## src/rtl/modport_fifo_pkg.sv

```systemverilog
// modport_fifo_pkg
//   Shared defaults and types for the modport_fifo slice.
//   DATA_W / DEPTH      : default word width and number of entries
//   ALM_*_TH            : default almost-full / almost-empty thresholds
//   PTR_W               : pointer width derived from DEPTH
//   ptr_t / cnt_t       : pointer and occupancy-count types (count is one bit wider)
//   data_t              : stored word type
package modport_fifo_pkg;

  localparam int DATA_W       = 128;
  localparam int DEPTH        = 16;
  localparam int ALM_FULL_TH  = 14;
  localparam int ALM_EMPTY_TH = 2;
  localparam int PTR_W        = $clog2(DEPTH);

  typedef logic [PTR_W-1:0]  ptr_t;
  typedef logic [PTR_W:0]    cnt_t;
  typedef logic [DATA_W-1:0] data_t;

endpackage

```

## src/rtl/modport_fifo_if.sv

```systemverilog
// modport_fifo_if
//   Producer/consumer bus of the FIFO.
//   master : drives i_wren, i_wrdata, i_rden; observes data and status
//   slave  : the FIFO side, drives o_rddata and the status flags
//   With MODPORT_FIFO_ERR_EN defined the bus also carries the sticky
//   o_ovf / o_udf error flags.
interface modport_fifo_if #(
  parameter int DATA_W = modport_fifo_pkg::DATA_W
);
  import modport_fifo_pkg::*;

  logic              i_wren;
  logic [DATA_W-1:0] i_wrdata;
  logic              i_rden;
  logic [DATA_W-1:0] o_rddata;
  logic              o_full;
  logic              o_empty;
  logic              o_alm_full;
  logic              o_alm_empty;
`ifdef MODPORT_FIFO_ERR_EN
  logic              o_ovf;
  logic              o_udf;
`endif

  modport master (
    output i_wren, i_wrdata, i_rden,
`ifdef MODPORT_FIFO_ERR_EN
    input  o_ovf, o_udf,
`endif
    input  o_rddata, o_full, o_empty, o_alm_full, o_alm_empty
  );

  modport slave (
    input  i_wren, i_wrdata, i_rden,
`ifdef MODPORT_FIFO_ERR_EN
    output o_ovf, o_udf,
`endif
    output o_rddata, o_full, o_empty, o_alm_full, o_alm_empty
  );

endinterface

```

## src/rtl/modport_fifo_mem.sv

```systemverilog
// modport_fifo_mem
//   Simple dual-port storage: one synchronous write port, one synchronous
//   read port with read enable. The read register holds when rd_en is low.
//   clk, rstn         : clock, synchronous active-low reset (read register only)
//   wr_en/wr_addr/wr_data : write port
//   rd_en/rd_addr/rd_data : read port, rd_data registered
module modport_fifo_mem #(
  parameter int DATA_W = 128,
  parameter int DEPTH  = 16,
  parameter int ADDR_W = $clog2(DEPTH)
) (
  input  logic              clk,
  input  logic              rstn,
  input  logic              wr_en,
  input  logic [ADDR_W-1:0] wr_addr,
  input  logic [DATA_W-1:0] wr_data,
  input  logic              rd_en,
  input  logic [ADDR_W-1:0] rd_addr,
  output logic [DATA_W-1:0] rd_data
);
  import modport_fifo_pkg::*;

  logic [DATA_W-1:0] mem [DEPTH];

  // Array contents are deliberately not reset.
  always_ff @(posedge clk) begin
    if (wr_en) mem[wr_addr] <= wr_data;
  end

  always_ff @(posedge clk) begin
    if (!rstn)      rd_data <= '0;
    else if (rd_en) rd_data <= mem[rd_addr];
  end

endmodule

```

## src/rtl/modport_fifo.sv

```systemverilog
// modport_fifo
//   Single-clock FIFO with full/empty and programmable almost-full /
//   almost-empty status. Read data is registered (1-cycle latency, no
//   fall-through). Optional sticky overflow/underflow flags are built when
//   MODPORT_FIFO_ERR_EN is defined.
//   clk  : rising-edge clock
//   rstn : synchronous active-low reset
//   bus  : modport_fifo_if.slave (write/read requests, read data, status)
module modport_fifo #(
  parameter int DATA_W       = modport_fifo_pkg::DATA_W,
  parameter int DEPTH        = modport_fifo_pkg::DEPTH,
  parameter int ALM_FULL_TH  = modport_fifo_pkg::ALM_FULL_TH,
  parameter int ALM_EMPTY_TH = modport_fifo_pkg::ALM_EMPTY_TH
) (
  input  logic           clk,
  input  logic           rstn,
  modport_fifo_if.slave  bus
);
  import modport_fifo_pkg::*;

  localparam int AW = $clog2(DEPTH);

  localparam logic [AW:0] CNT_FULL = (AW+1)'(DEPTH);
  localparam logic [AW:0] CNT_AF   = (AW+1)'(ALM_FULL_TH);
  localparam logic [AW:0] CNT_AE   = (AW+1)'(ALM_EMPTY_TH);
  localparam logic [AW:0] CNT_ONE  = (AW+1)'(1);

  logic [AW-1:0] wr_ptr, rd_ptr;
  logic [AW:0]   cnt;
  logic          full, empty;
  logic          wr_acc, rd_acc;

  assign full   = (cnt == CNT_FULL);
  assign empty  = (cnt == '0);
  // Both requests qualify against the flags as they stood before the edge.
  assign wr_acc = bus.i_wren && !full;
  assign rd_acc = bus.i_rden && !empty;

  always_ff @(posedge clk) begin
    if (!rstn) begin
      wr_ptr <= '0;
      rd_ptr <= '0;
      cnt    <= '0;
    end else begin
      if (wr_acc) wr_ptr <= wr_ptr + 1'b1;
      if (rd_acc) rd_ptr <= rd_ptr + 1'b1;
      case ({wr_acc, rd_acc})
        2'b10:   cnt <= cnt + CNT_ONE;
        2'b01:   cnt <= cnt - CNT_ONE;
        default: cnt <= cnt;
      endcase
    end
  end

  // Write gated by rstn so reset overrides a concurrent write into the array.
  modport_fifo_mem #(
    .DATA_W (DATA_W),
    .DEPTH  (DEPTH)
  ) u_mem (
    .clk     (clk),
    .rstn    (rstn),
    .wr_en   (wr_acc && rstn),
    .wr_addr (wr_ptr),
    .wr_data (bus.i_wrdata),
    .rd_en   (rd_acc),
    .rd_addr (rd_ptr),
    .rd_data (bus.o_rddata)
  );

  assign bus.o_full      = full;
  assign bus.o_empty     = empty;
  assign bus.o_alm_full  = (cnt >= CNT_AF);
  assign bus.o_alm_empty = (cnt <= CNT_AE);

`ifdef MODPORT_FIFO_ERR_EN
  logic ovf, udf;

  always_ff @(posedge clk) begin
    if (!rstn) begin
      ovf <= 1'b0;
      udf <= 1'b0;
    end else begin
      if (bus.i_wren && full)  ovf <= 1'b1;
      if (bus.i_rden && empty) udf <= 1'b1;
    end
  end

  assign bus.o_ovf = ovf;
  assign bus.o_udf = udf;
`endif

endmodule

```

## src/flat_wrapper.sv

```systemverilog
// flat-port wrapper written by rule: the top's interface ports become plain ports
module modport_fifo_flat import modport_fifo_pkg::*;
#(
  parameter int DATA_W       = modport_fifo_pkg::DATA_W,
  parameter int DEPTH        = modport_fifo_pkg::DEPTH,
  parameter int ALM_FULL_TH  = modport_fifo_pkg::ALM_FULL_TH,
  parameter int ALM_EMPTY_TH = modport_fifo_pkg::ALM_EMPTY_TH
)
  (clk, rstn, bus_i_wren, bus_i_wrdata, bus_i_rden, bus_o_rddata, bus_o_full, bus_o_empty, bus_o_alm_full, bus_o_alm_empty);
  modport_fifo_if #(.DATA_W(DATA_W)) bus_i ();
  input  logic clk;
  input  logic rstn;
  input wire logic [$bits(bus_i.i_wren)-1:0] bus_i_wren;
  input wire logic [$bits(bus_i.i_wrdata)-1:0] bus_i_wrdata;
  input wire logic [$bits(bus_i.i_rden)-1:0] bus_i_rden;
  output wire logic [$bits(bus_i.o_rddata)-1:0] bus_o_rddata;
  output wire logic [$bits(bus_i.o_full)-1:0] bus_o_full;
  output wire logic [$bits(bus_i.o_empty)-1:0] bus_o_empty;
  output wire logic [$bits(bus_i.o_alm_full)-1:0] bus_o_alm_full;
  output wire logic [$bits(bus_i.o_alm_empty)-1:0] bus_o_alm_empty;
  assign bus_i.i_wren = bus_i_wren;
  assign bus_i.i_wrdata = bus_i_wrdata;
  assign bus_i.i_rden = bus_i_rden;
  assign bus_o_rddata = bus_i.o_rddata;
  assign bus_o_full = bus_i.o_full;
  assign bus_o_empty = bus_i.o_empty;
  assign bus_o_alm_full = bus_i.o_alm_full;
  assign bus_o_alm_empty = bus_i.o_alm_empty;
  modport_fifo #(.DATA_W(DATA_W), .DEPTH(DEPTH), .ALM_FULL_TH(ALM_FULL_TH), .ALM_EMPTY_TH(ALM_EMPTY_TH)) u_core (.clk(clk), .rstn(rstn), .bus(bus_i));
endmodule
```

## config.mk

```make
export PLATFORM = sky130hd
export DESIGN_NAME = modport_fifo_flat
export DESIGN_NICKNAME = d
export VERILOG_FILES = /design/src/rtl/modport_fifo_pkg.sv /design/src/rtl/modport_fifo_if.sv /design/src/rtl/modport_fifo_mem.sv /design/src/rtl/modport_fifo.sv /design/src/flat_wrapper.sv
export SDC_FILE = /design/constraint.sdc
export NUM_CORES = 2
export LEC_CHECK = 0
export BUFFER_PORTS_ARGS = -buffer_cell sky130_fd_sc_hd__buf_2
export CORE_ASPECT_RATIO = 0.8
export CORE_MARGIN = 4
export CORE_UTILIZATION = 60
export CTS_CLUSTER_DIAMETER = 200
export CTS_CLUSTER_SIZE = 25
export DETAILED_ROUTE_END_ITERATION = 10
export PLACE_DENSITY = 0.89
export SLEW_MARGIN = 20
export SYNTH_ARGS = -nofsm -noshare
export SYNTH_HDL_FRONTEND = slang
export SYNTH_SLANG_ARGS = --single-unit
```

## constraint.sdc

```tcl
create_clock -name clk -period 8.6 [get_ports clk]
set_input_delay 0.43 -clock clk [delete_from_list [all_inputs] [get_ports clk]]
set_output_delay 0.43 -clock clk [all_outputs]
set_load 0.02 [all_outputs]
```

==> metrics <==
crit path cell chain or4_1 -> o21a_1 -> buf_4 -> nand3b_1 -> buf_4 -> nor2_1 -> a211o_1; CTS root buf clkbuf_16; Routed Antenna Nets 0; CORE AREA 136000 um^2; Fmax achieved roughly 260 MHz; Psw around 5.4 mW; crit-path leading delay family simple AND/OR/NAND/NOR gates; HP Class primary input to flop; Area Overhead vs Synth 8.21%; Final WS setup about 4.8 ns; Fin. Hold Viols 0; design area roughly 90000 um^2; syn_area_per_cell 22.6 um^2; Die W approximately 420 um; RSZ-0062 raised after global routing false; largest net degree at the start of global routing about 140; Synth area leader edfxtp_1; critical path endpoint category flop; top cells by area, synth edfxtp_1, mux4_2, dfxtp_1; cell area after synthesis around 82000 um^2; static leakage about 28 nW; Final Net Count slightly above 4000; synth unique cells 37; Initial Utilization 60.3%; drt pass-1 iters 5; syn nets approximately 3800; CTS Sinks 2189; asr flop ratio synth 0%; CP Buf/Inv Count 2; Met1 Routed Length around 70000 um; CP arrival about 4.5 ns; CP dominant cell by count buf_4; P_int between 15 and 20 mW; CP Class flop to flop; All-Layer GR Usage between 20% and 30%; layout cells sized above 1 about a quarter; max layer used met5; DP Area between 80000 and 90000 um^2; WL met2 just over 90000 um; most frequent cell after synthesis edfxtp_1; Top FF cell, synth edfxtp_1; wire per inst roughly 32 um; synth warn 0; setup TNS 0 ns; DP Cell Count roughly 5500; clock share of power between 20 and 30%; worst skew pair latency roughly 0.75 ns; grt total ovfl 0; H-Tree Depth 3; power share of the sequential group between 50% and 60%; total wire length 185000 um; IO Pins around 260; max_cap viols 0; DP HPWL just over 90000 um; Post-synth top cells edfxtp_1, mux4_2, nor2_1, mux2i_1, dfxtp_1; antenna violations before repair 22; max incr delay on CP 0.93 ns; TritonCTS Buffers 97; Max VDD drop approximately 230 uV; Port Buf Inserts ~260; TritonCTS clock tree yes; synthesized netlist cell count roughly 3600; total number of vias 39082; Comb power frac roughly 16%; Synth top area share about three quarters; fin cells 5771; Worst Path Required about 9 ns; # rows between 100 and 150; Clock transition at path regs ~0.10 ns; period utilization approximately 44%; Clock Skews 0.0272 ns; pre-CTS WS around 4.9 ns; r2r setup slk roughly 4.8 ns; clock buffer depth 3; critical path startpoint category flop; min Tclk post-route 3.83 ns; die area 143000 um^2; global-route wire length before repair between 200000 and 300000 um; critical path fanouts, max a little under 60; status finished clean; Post-synth EDFFs 2048; power density cells between 200 and 250 nW/um^2; gpl congestion about 0.74; DR vias/cell just under 7; sequential cell area fraction in the yosys report 78.5%; vias in the first global route slightly below 40000; drt initial violations between 6000 and 7000; # setup viols final 0; max_slew headroom around a fifth; sw frac 25.7%; Yosys reg bits around 2200; Remaining DRCs 0; Post-CTS Resized 0; max-slew violations 0; overall die height 339 um; DR WL met3 between 15000 and 20000 um; Slew @ Worst Pin about 1.2 ns; CP max-delay cell buf_4
power by group through the flow:
stage / combinational, mW / clock, mW / sequential [mW]
5_1_grt: 3.64 / 5.82 / 12.3
3_3_place_gp: 3.29 / 0 / 12.5
4_1_cts: 3.44 / 5.36 / 12.3
6_report: 3.43 / 5.30 / 12.3
2_1_floorplan: 2.11 / 0 / 12.7
3_5_place_dp: 3.39 / 0 / 12.5
worst paths after layout:
check	from	end	cells past startpoint
min reg2reg	u_core.u_mem.rd_data[36]	u_core.u_mem.rd_data[36]	1
max reg2reg	u_core.cnt[0]	u_core.u_mem.rd_data[86]	7
max	u_core.cnt[0]	u_core.u_mem.rd_data[86]	7
min	bus_i_wrdata[53]	u_core.u_mem.mem[14][53]	1
area by class of cell:
cell class	instances	area (um^2)
Sequential cell	2189	64300
Fill cell	8098	47300
Multi-Input combinational cell	1242	16900
Clock buffer	172	2750
Timing Repair Buffer	354	2320
Tap cell	1783	2230
Clock inverter	6	90.1
Antenna cell	18	45.0
Inverter	7	26.3
flip-flops by register name, indices dropped and copies added (netlist names):
register,cells
u_core.u_mem.rd_data,128
u_core.rd_ptr,4
u_core.u_mem.mem,2048
u_core.wr_ptr,4
u_core.cnt,5
metrics by stage:
step / total power [mW] / utilization, % / hold slack [ns]
after floorplan: 14.8 / - / 0.529
after global placement: 15.8 / 62.8 / 0.439
after detailed placement: 15.9 / 62.9 / 0.445
after CTS: 21.1 / 65.2 / 0.000237
after global routing: 21.8 / 65.2 / 0.0152
final: 21.0 / 65.2 / 0.0548
layer usage:
metal,track usage (%),vias up
met5,0,-
li1,-,15561
met2,41.8,2564
met4,7.99,6
met1,37.3,20598
met3,4.34,353
kinds of logic (layout without fill, tap and decap cells):
group | Yosys count | after routing | share of synthesized area (%)
simple gates | 311 | 311 | 1.54
buf+inv | 197 | 539 | 1.06
flops | 2189 | 2189 | 78.5
other cells | 0 | 18 | 0
xor+xnor | 9 | 9 | 0.0962
fa+ha+maj | 10 | 10 | 0.162
compound gates | 144 | 144 | 1.48
mux | 768 | 768 | 17.2
cell usage in the layout, fill, tap and decap left out, types with 9 or more instances in the layout:
| cell type | n |
|---|---|
| a211o_1 | 126 |
| and2_1 | 11 |
| buf_12 | 14 |
| buf_2 | 263 |
| buf_4 | 42 |
| clkbuf_1 | 73 |
| clkbuf_16 | 99 |
| dfxtp_1 | 138 |
| diode_2 | 18 |
| dlygate4sd3_1 | 31 |
| edfxtp_1 | 2048 |
| ha_1 | 9 |
| mux2i_1 | 254 |
| mux4_2 | 512 |
| nand2_1 | 11 |
| nor2_1 | 255 |
| nor2_4 | 16 |
what timing repair did:
item | 4_1_cts | 5_1_grt
buffers inserted | 0 | 0
hold buffers | 31 | 0
hold endpoints to repair | 317 | 0
setup endpoints to repair | 0 | 0
No activity file was read; power rests on OpenSTA's default activity.
